`config.mk`:
```
export PLATFORM = sky130hd
export DESIGN_NAME = lap_recall
export DESIGN_NICKNAME = d
export VERILOG_FILES = /design/src/rtl/lap_recall.sv
export SDC_FILE = /design/constraint.sdc
export NUM_CORES = 1
export LEC_CHECK = 0
export ABC_AREA = 1
export BUFFER_PORTS_ARGS = -buffer_cell sky130_fd_sc_hd__buf_4
export CAP_MARGIN = 30
export CELL_PAD_IN_SITES_DETAIL_PLACEMENT = 0
export CELL_PAD_IN_SITES_GLOBAL_PLACEMENT = 1
export CORE_UTILIZATION = 43
export DETAILED_ROUTE_END_ITERATION = 8
export PLACE_DENSITY_LB_ADDON = 0.1
export SYNTH_ARGS = -nofsm -noshare
export SYNTH_HDL_FRONTEND = slang
export SYNTH_SLANG_ARGS = --single-unit
```
`constraint.sdc`:
```
create_clock -name clk_50Mhz -period 3.42 [get_ports clk_50Mhz]
set_input_delay 0.342 -clock clk_50Mhz [delete_from_list [all_inputs] [get_ports clk_50Mhz]]
set_output_delay 0.342 -clock clk_50Mhz [all_outputs]
set_load 0.1 [all_outputs]
```
`src/rtl/lap_recall.sv`:
```
// Lap recall: fetches stored BCD lap times from the shared lap RAM and presents
// them one at a time to the display mux, with manual step, auto-scroll and exit.
module lap_recall #(
   parameter int ADDR_W  = 4,
   parameter int DATA_W  = 24,
   parameter int RD_LAT  = 1,
   parameter int AUTO_MS = 2000
) (
   input  logic              clk_50Mhz,
   input  logic              rst,
   input  logic              tick_1khz,
   input  logic              key_recall,
   input  logic              key_next,
   input  logic              key_exit,
   input  logic [ADDR_W:0]   lap_count,
   input  logic              bus_gnt,
   input  logic [DATA_W-1:0] ram_q,
   output logic              bus_req,
   output logic [ADDR_W-1:0] ram_addr,
   output logic              ram_wren,
   output logic [DATA_W-1:0] disp_data,
   output logic              disp_sel,
   output logic [ADDR_W-1:0] lap_index,
   output logic              empty_pulse
);

   localparam int DW_W  = (AUTO_MS > 0) ? $clog2(AUTO_MS + 1) : 1;
   localparam int LAT_W = 2;
   localparam logic [ADDR_W:0] COUNT_ONE = 1;

   typedef enum logic [2:0] {
      S_IDLE, S_REQ, S_ADDR, S_WAIT, S_CAPTURE, S_SHOW
   } state_t;

   state_t            state;
   logic [2:0]        sync_recall, sync_next, sync_exit;
   logic              recall_p, next_p, exit_p;
   logic [ADDR_W-1:0] index;
   logic [DW_W-1:0]   dwell;
   logic [LAT_W-1:0]  lat_cnt;
   logic              count_zero, last_idx, idx_oob, dwell_done;

   assign ram_wren = 1'b0;

   // bits [1:0] are the synchronizer, bit [2] the previous value for edge detect
   always_ff @(posedge clk_50Mhz or negedge rst) begin
      if (!rst) begin
         sync_recall <= '0;
         sync_next   <= '0;
         sync_exit   <= '0;
      end else begin
         sync_recall <= {sync_recall[1:0], key_recall};
         sync_next   <= {sync_next[1:0], key_next};
         sync_exit   <= {sync_exit[1:0], key_exit};
      end
   end

   assign recall_p = sync_recall[1] & ~sync_recall[2];
   assign next_p   = sync_next[1] & ~sync_next[2];
   assign exit_p   = sync_exit[1] & ~sync_exit[2];

   assign count_zero = (lap_count == '0);
   assign last_idx   = ({1'b0, index} == lap_count - COUNT_ONE);
   assign idx_oob    = ({1'b0, index} >= lap_count);
   assign dwell_done = (AUTO_MS > 0) && (dwell == DW_W'(AUTO_MS));

   always_ff @(posedge clk_50Mhz or negedge rst) begin
      if (!rst) begin
         state       <= S_IDLE;
         index       <= '0;
         dwell       <= '0;
         lat_cnt     <= '0;
         bus_req     <= 1'b0;
         ram_addr    <= '0;
         disp_data   <= '0;
         disp_sel    <= 1'b0;
         lap_index   <= '0;
         empty_pulse <= 1'b0;
      end else begin
         empty_pulse <= 1'b0;

         // dwell only accumulates while a lap is on show; any other state clears it
         if (state != S_SHOW)
            dwell <= '0;
         else if (tick_1khz && !dwell_done)
            dwell <= dwell + DW_W'(1);

         if (state != S_IDLE && (exit_p || count_zero)) begin
            state    <= S_IDLE;
            disp_sel <= 1'b0;
            bus_req  <= 1'b0;
         end else if (state != S_IDLE && recall_p) begin
            index   <= '0;
            state   <= S_REQ;
            bus_req <= 1'b1;
         end else begin
            case (state)
               S_IDLE: begin
                  if (recall_p) begin
                     if (count_zero) begin
                        empty_pulse <= 1'b1;
                     end else begin
                        index   <= '0;
                        state   <= S_REQ;
                        bus_req <= 1'b1;
                     end
                  end
               end
               S_REQ: begin
                  if (bus_gnt) begin
                     ram_addr <= index;
                     state    <= S_ADDR;
                  end
               end
               S_ADDR: begin
                  if (!bus_gnt) begin
                     state <= S_REQ;
                  end else begin
                     lat_cnt <= LAT_W'(RD_LAT - 1);
                     state   <= S_WAIT;
                  end
               end
               // ram_q is sampled on the WAIT exit edge so the shown value
               // changes RD_LAT+2 cycles after grant; CAPTURE is the hold cycle
               S_WAIT: begin
                  if (!bus_gnt) begin
                     state <= S_REQ;
                  end else if (lat_cnt == '0) begin
                     disp_data <= ram_q;
                     lap_index <= index;
                     disp_sel  <= 1'b1;
                     state     <= S_CAPTURE;
                  end else begin
                     lat_cnt <= lat_cnt - LAT_W'(1);
                  end
               end
               S_CAPTURE: begin
                  bus_req <= 1'b0;
                  state   <= S_SHOW;
               end
               S_SHOW: begin
                  if (idx_oob) begin
                     index   <= '0;
                     state   <= S_REQ;
                     bus_req <= 1'b1;
                  end else if (next_p || dwell_done) begin
                     index   <= last_idx ? '0 : index + ADDR_W'(1);
                     state   <= S_REQ;
                     bus_req <= 1'b1;
                  end
               end
               default: begin
                  state   <= S_IDLE;
                  bus_req <= 1'b0;
               end
            endcase
         end
      end
   end

endmodule
```
==> results of run 1 <==
metrics by stage:
| step | instance area (µm²) | hold slack (ns) | total power (W) | utilization | setup WS, ns |
|---|---|---|---|---|---|
| 2_1_floorplan | 3331 | 0.04641 | 0.002257 | - | 1.864 |
| 3_3_place_gp | 3909 | 0.3336 | 0.002588 | 0.5304 | 1.436 |
| 3_5_place_dp | 3909 | 0.3347 | 0.002595 | 0.5304 | 1.434 |
| 4_1_cts | 4081 | 0.09207 | 0.003195 | 0.5538 | 1.428 |
| 5_1_grt | 4081 | 0.09177 | 0.003336 | 0.5538 | 1.107 |
| 6_report | 4081 | 0.09374 | 0.003160 | 0.5538 | 1.426 |
worst paths after layout:
kind	from	to	slack (ns)	cells after the start
worst max-delay path	dwell[0]	dwell[4]	1.43	9
worst min-delay path	rst	index[2]	0.09	1
worst max register to register	dwell[0]	dwell[4]	1.43	9
worst min register to register	sync_recall[0]	sync_recall[1]	0.35	0
max in group asynchronous	rst	disp_data[4]	2.78	1
min in group clk_50Mhz	key_next	sync_next[0]	0.11	1
metal layers:
layer / vias to the layer above / track usage
li1: 1464 / -
met1: 1305 / 0.2667
met2: 76 / 0.3257
met3: 10 / 0.06345
met4: 0 / 0.05780
met5: - / 0
layout by cell type, fill, tap and decap left out, types with 5 or more instances in the layout:
master / n
nand3_1: 48
nor2_2: 5
nor2_1: 31
o21ai_0: 17
o21ai_1: 6
nand2_4: 5
dfrtp_1: 64
a21oi_1: 6
inv_1: 44
buf_4: 70
nand2_2: 5
nand2_1: 128
nor3_1: 8
ha_1: 9
clkbuf_8: 11
nand4_1: 9
registers in the layout (all words and copies together), names as in the netlist:
name / flops
sync_exit: 3
lap_index: 4
state: 3
lat_cnt: 2
empty_pulse: 1
sync_recall: 3
dwell: 11
disp_sel: 1
bus_req: 1
index: 4
disp_data: 24
ram_addr: 4
sync_next: 3
power by group through the flow:
stage	clock (W)	combinational (W)	sequential, W
4_1_cts	0.000609	0.00160	0.000991
3_5_place_dp	0	0.00159	0.00100
3_3_place_gp	0	0.00159	0.00100
5_1_grt	0.000638	0.00169	0.00101
2_1_floorplan	0	0.000444	0.00181
6_report	0.000590	0.00158	0.000989
critical path: stages, from the launching register on:
cell and delay [ns]:
dfrtp_1 0.37, inv_1 0.08, ha_1 0.20, nand4_1 0.08, nor2_1 0.07, nor2_1 0.57, nand3_1 0.22, o21ai_0 0.20
inv_1 0.05, nor2_1 0.08
cell families after synthesis:
group | synth area share
XOR/XNOR | 0.005260
adder cells (fa/ha/maj) | 0.03381
buffers and inverters | 0.07401
AND/OR/NAND/NOR | 0.3572
other | 0.001126
AO/OA/AOI/OAI | 0.04771
flip-flops | 0.4808
area by class of cell:
class                   count  area share
clock inverters             3    0.004292
multi-input cells         294      0.3633
clock buffers              12     0.03801
repair buffers             70      0.1288
inverters                  46     0.04292
flip-flops and latches     64      0.3924
well taps                  99     0.03035
==> out/qor.yml, run 1 <==
sta:
  min_period_ns: 1.994
  rsz0062_at_grt: "no"
  hold_viol: 0
  tns_ns: 0
  max_freq_mhz: 501.6
  worst_pin_slew_ns: 0.8217
  setup_viol: 0
  slew_headroom: 0.4522
  skew_ns: 0.006424
  maxSlewViolCount: 0
  post-route-period-util: 0.5830
cts:
  cts_sinks: 64
  postCtsHoldBufs: 0
  path_clk_slew_ns: 0.07
  h-tree-depth: 3
  cts_root_buf: "clkbuf_8"
  numCtsBuffers: 9
  cts_tree: "done"
  post-cts-setup-buffers: 0
  clock_latency_ns: 0.33
  cts_resized: 0
  cts_buffer_depth: 2
synth:
  synth_area_per_cell_um2: 8.045
  synth_ff_type: "dfrtp_1"
  yosysTopAreaCellShare: 0.4808
  yosys-top-cells-area: "dfrtp_1 (48%), nand2_1 (14%), nand3_1 (7.2%)"
  syn_inst: 414
  ys_seq_area_frac: 0.4808
  synth_commonest_cells: "nand2_1 (128), dfrtp_1 (64), nand3_1 (48), inv_1 (44), nor2_1 (31)"
  syn_nets: 459
  async_flop_share: 1.000
  ys_ff_latch: 64
  ys_warn_count: 0
  yosysTopAreaCell: "dfrtp_1"
  yosysUniqueCellTypes: 32
  yosysMostFrequentCell: "nand2_1"
  synth_edf_count: 0
  syn_area_um2: 3331
global_route:
  grt_pass1_vias: 2817
  track_usage: 0.2039
  antenna_found_initial: 0
  grt_max_degree: 65
  grt_pass1_wl_um: 13280
  gr-total-overflow: 0
die:
  die_x_um: 90.01
  die_h_um: 90.01
  io_pins: 72
  core-area_um2: 7370
  rows: 31
  die_area_um2: 8102
  start_util: 0.4520
power_and_ir_drop:
  netSwitchingFraction: 0.5157
  p_per_area_nw_per_um2: 774.2
  internal-power_w: 0.001530
  ir_drop_mv: 0.4888
  comb_power_share: 0.500
  leakagePower_nw: 2.136
  pwr-share-clk: 0.187
  p_sw_w: 0.001630
  pwr-share-seq: 0.313
hold_path:
  hp-class: "in2async"
critical_path:
  arrival_ns: 2.26
  cp-end-kind: "flip-flop"
  cp-start-kind: "flip-flop"
  critPathKind: "reg2reg"
  cp_max_fo: 12
  cp.required_ns: 3.69
status:
  outcome: "finished clean"
routing:
  wl_met2_um: 3425
  drcViolationCount: 0
  top_layer: "met4"
  via_per_inst: 4.855
  drtIter0Drc: 109
  firstDrtPassIters: 4
  routed_wl_um: 7477
  wl_met3_um: 519
  via_count: 2855
  antenna_left: 0
  avgRoutedWirePerCell_um: 12.72
  met1_length_um: 3435
final_layout:
  fin_nets: 530
  diodes: 0
  multi_input_area_um2: 1483
  area_delta_synth_final_pct: 22.54
  fill_cells: 739
  regArea_um2: 1602
  final_cells: 588
  drive_above_1_share: 0.2270
placed_design:
  dp.final_hpwl_um: 5274
  port_buffers: 70
  gp_congestion: 0.8105
  placedCellCount: 573
flow_run:
  drv_cap: 0
(Power assumes the default switching activity.)
==> run 2, diff against run 1 <==
--- a/config.mk
+++ b/config.mk
@@ -10,7 +10,7 @@
 export CAP_MARGIN = 30
 export CELL_PAD_IN_SITES_DETAIL_PLACEMENT = 0
 export CELL_PAD_IN_SITES_GLOBAL_PLACEMENT = 1
-export CORE_UTILIZATION = 43
+export CORE_UTILIZATION = 40
 export DETAILED_ROUTE_END_ITERATION = 8
 export PLACE_DENSITY_LB_ADDON = 0.1
 export SYNTH_ARGS = -nofsm -noshare
==> constraint.sdc (replaced) <==
create_clock -name clk_50Mhz -period 1.97 [get_ports clk_50Mhz]
set_input_delay 0.197 -clock clk_50Mhz [delete_from_list [all_inputs] [get_ports clk_50Mhz]]
set_output_delay 0.197 -clock clk_50Mhz [all_outputs]
set_load 0.1 [all_outputs]
==> run 2 against run 1 <==
  * Clock power up 71%
  * Fmax up 12%
  * Register-to-register slack worse by 1.2 ns
  * Final cell count up 2.6%
  * Routed wire length up 3.3%
  * Sequential cell count unchanged
  * Critical path type unchanged
  * Critical endpoint is now dwell[6]
==> out/qor.yml, run 2 (synthesis results as in run 1) <==
critical_path:
  cp-end-kind: "flip-flop"
  arrival_ns: 1.99  # -0.27 ns
  critPathKind: "reg2reg"
  worstPathCellList: "inv_1 -> ha_1 -> nand4_1 -> nor2_1 -> nor2_1 -> inv_1 -> nand2_1 -> o21ai_0"
  crit_slowest_cell: "dfrtp_1"
  cp_max_fo: 6  # -6
  cp.required_ns: 2.17  # -1.52 ns
  crit_path_max_incr_delay_ns: 0.39  # -0.18 ns
  cp-start-kind: "flip-flop"
  r2r_slack_ns: 0.18  # -1.24 ns
global_route:
  antenna_found_initial: 0  # unchanged
  grt_max_degree: 65  # unchanged
  grt_pass1_wl_um: 12770  # -3.9%
  grt_pass1_vias: 2718  # -3.5%
  gr-total-overflow: 0  # unchanged
  track_usage: 0.1893  # -0.01456
power_and_ir_drop:
  p_total_w: 0.005510  # +74%
  leakagePower_nw: 2.195  # +2.8%
  p_per_area_nw_per_um2: 1316  # +70%
  ir_drop_mv: 0.8567  # +75%
final_layout:
  fill_cells: 783  # +6.0%
  layout_top_registers: "disp_data (24), dwell (11)"
  diodes: 0  # unchanged
  largest_register_ffs: 24  # unchanged
  area_delta_synth_final_pct: 25.73
  layout_common_cells: "nand2_1 (128), buf_4 (78), dfrtp_1 (64), nand3_1 (48), inv_1 (44)"
  final_common_cell: "nand2_1"
  fin_util: 0.5309  # -0.02289
  fin_nets: 542  # +2.3%
  final_cells: 603  # +2.6%
  top_register: "disp_data"
  drive_above_1_share: 0.2375  # +0.01053
cts:
  clock_latency_ns: 0.32  # about the same
  cts_buffer_depth: 2  # unchanged
  h-tree-depth: 3  # unchanged
  path_clk_slew_ns: 0.07  # about the same
  post-cts-setup-buffers: 0  # unchanged
  cts_tree: "done"
  numCtsBuffers: 9  # unchanged
  cts_root_buf: "clkbuf_8"
  cts_sinks: 64  # unchanged
sta:
  setup_viol: 0  # unchanged
  maxSlewViolCount: 0  # unchanged
  skew_ns: 0.007729  # +0.001305 ns
  tns_ns: 0  # unchanged
  hold_viol: 0  # unchanged
  min_period_ns: 1.786  # -0.2076 ns
  max_freq_mhz: 559.8  # +12%
  slew_headroom: 0.4601  # +0.007838
  worst_pin_slew_ns: 0.8099  # -0.01176 ns
  post-route-period-util: 0.9067  # +0.3237
  rsz0062_at_grt: "no"
die:
  die_x_um: 93.25  # +3.6%
  rows: 32  # +3.2%
  start_util: 0.4223  # -0.02968
  io_pins: 72  # unchanged
  core-area_um2: 7888  # +7.0%
  die_area_um2: 8696  # +7.3%
  die_h_um: 93.25  # +3.6%
hold_path:
  hp-class: "in2reg"
routing:
  via_count: 2872  # +0.60%
  via_per_inst: 4.763  # -1.9%
  routed_wl_um: 7725  # +3.3%
  firstDrtPassIters: 4  # unchanged
  antenna_left: 0  # unchanged
  avgRoutedWirePerCell_um: 12.81  # +0.75%
  drtIter0Drc: 108  # -0.92%
  drcViolationCount: 0  # unchanged
placed_design:
  gp_congestion: 0.8031  # -0.91%
  placedCellCount: 584  # +1.9%
  port_buffers: 70  # unchanged
  dp.final_hpwl_um: 5664  # +7.4%
status:
  outcome: "finished clean"
flow_run:
  drv_cap: 0  # unchanged
[run 2: final cells by class]
class | count | area, µm² | share of cell area
Sequential cell | 64 | 1602 | 0.3824
Inverter | 46 | 177.7 | 0.04243
Timing Repair Buffer | 82 | 625.6 | 0.1494
Multi-Input combinational cell | 294 | 1483 | 0.3540
Clock buffer | 12 | 155.1 | 0.03705
Clock inverter | 3 | 17.52 | 0.004183
Tap cell | 102 | 127.6 | 0.03047
[run 2: layer usage]
metal	routed length [µm]	GRT usage	vias up
li1	-	-	1488
met1	3735	0.2574	1326
met2	3584	0.2929	54
met3	350	0.04553	4
met4	55	0.06923	0
met5	0	0	-
[run 2: metrics by stage]
stage | setup WS (ns) | hold WS [ns] | cell area, µm²
global route | 0.05371 | 0.09567 | 4188
CTS | 0.1657 | 0.07942 | 4185
global placement | 0.1812 | 0.3069 | 3973
finish | 0.1838 | 0.09895 | 4188
floorplan | 0.4230 | -0.09859 | 3331
detailed placement | 0.1121 | 0.3082 | 3973
[run 2: final timing paths]
check | start | to | depth (start not counted)
max | dwell[0] | dwell[6] | 8
min | ram_q[6] | disp_data[6] | 3
max reg2reg | dwell[0] | dwell[6] | 8
min reg2reg | sync_recall[0] | sync_recall[1] | 0
max in group asynchronous | rst | disp_data[11] | 2
min in group asynchronous | rst | index[2] | 2
[run 2: timing repair]
item                       in CTS  in global routing
resized for setup               0                  1
hold buffers                    4                  0
setup endpoints to repair       0                  3
hold endpoints to repair       26                  0
[run 2: worst max-delay path, delay by kind of cell (launching register included)]
family                     cells  cell delay, ns
AOI/OAI and AO/OA              1            0.10
adders and majority gates      1            0.21
buffers and inverters          2            0.23
DFF                            1            0.39
and+or+nand+nor                4            0.74
[run 2: power by group]
| part | internal (W) | switching [W] | total (W) |
|---|---|---|---|
| registers | 0.00156 | 0.000153 | 0.00172 |
| logic | 0.000597 | 0.00219 | 0.00279 |
| clock network | 0.000515 | 0.000490 | 0.00101 |
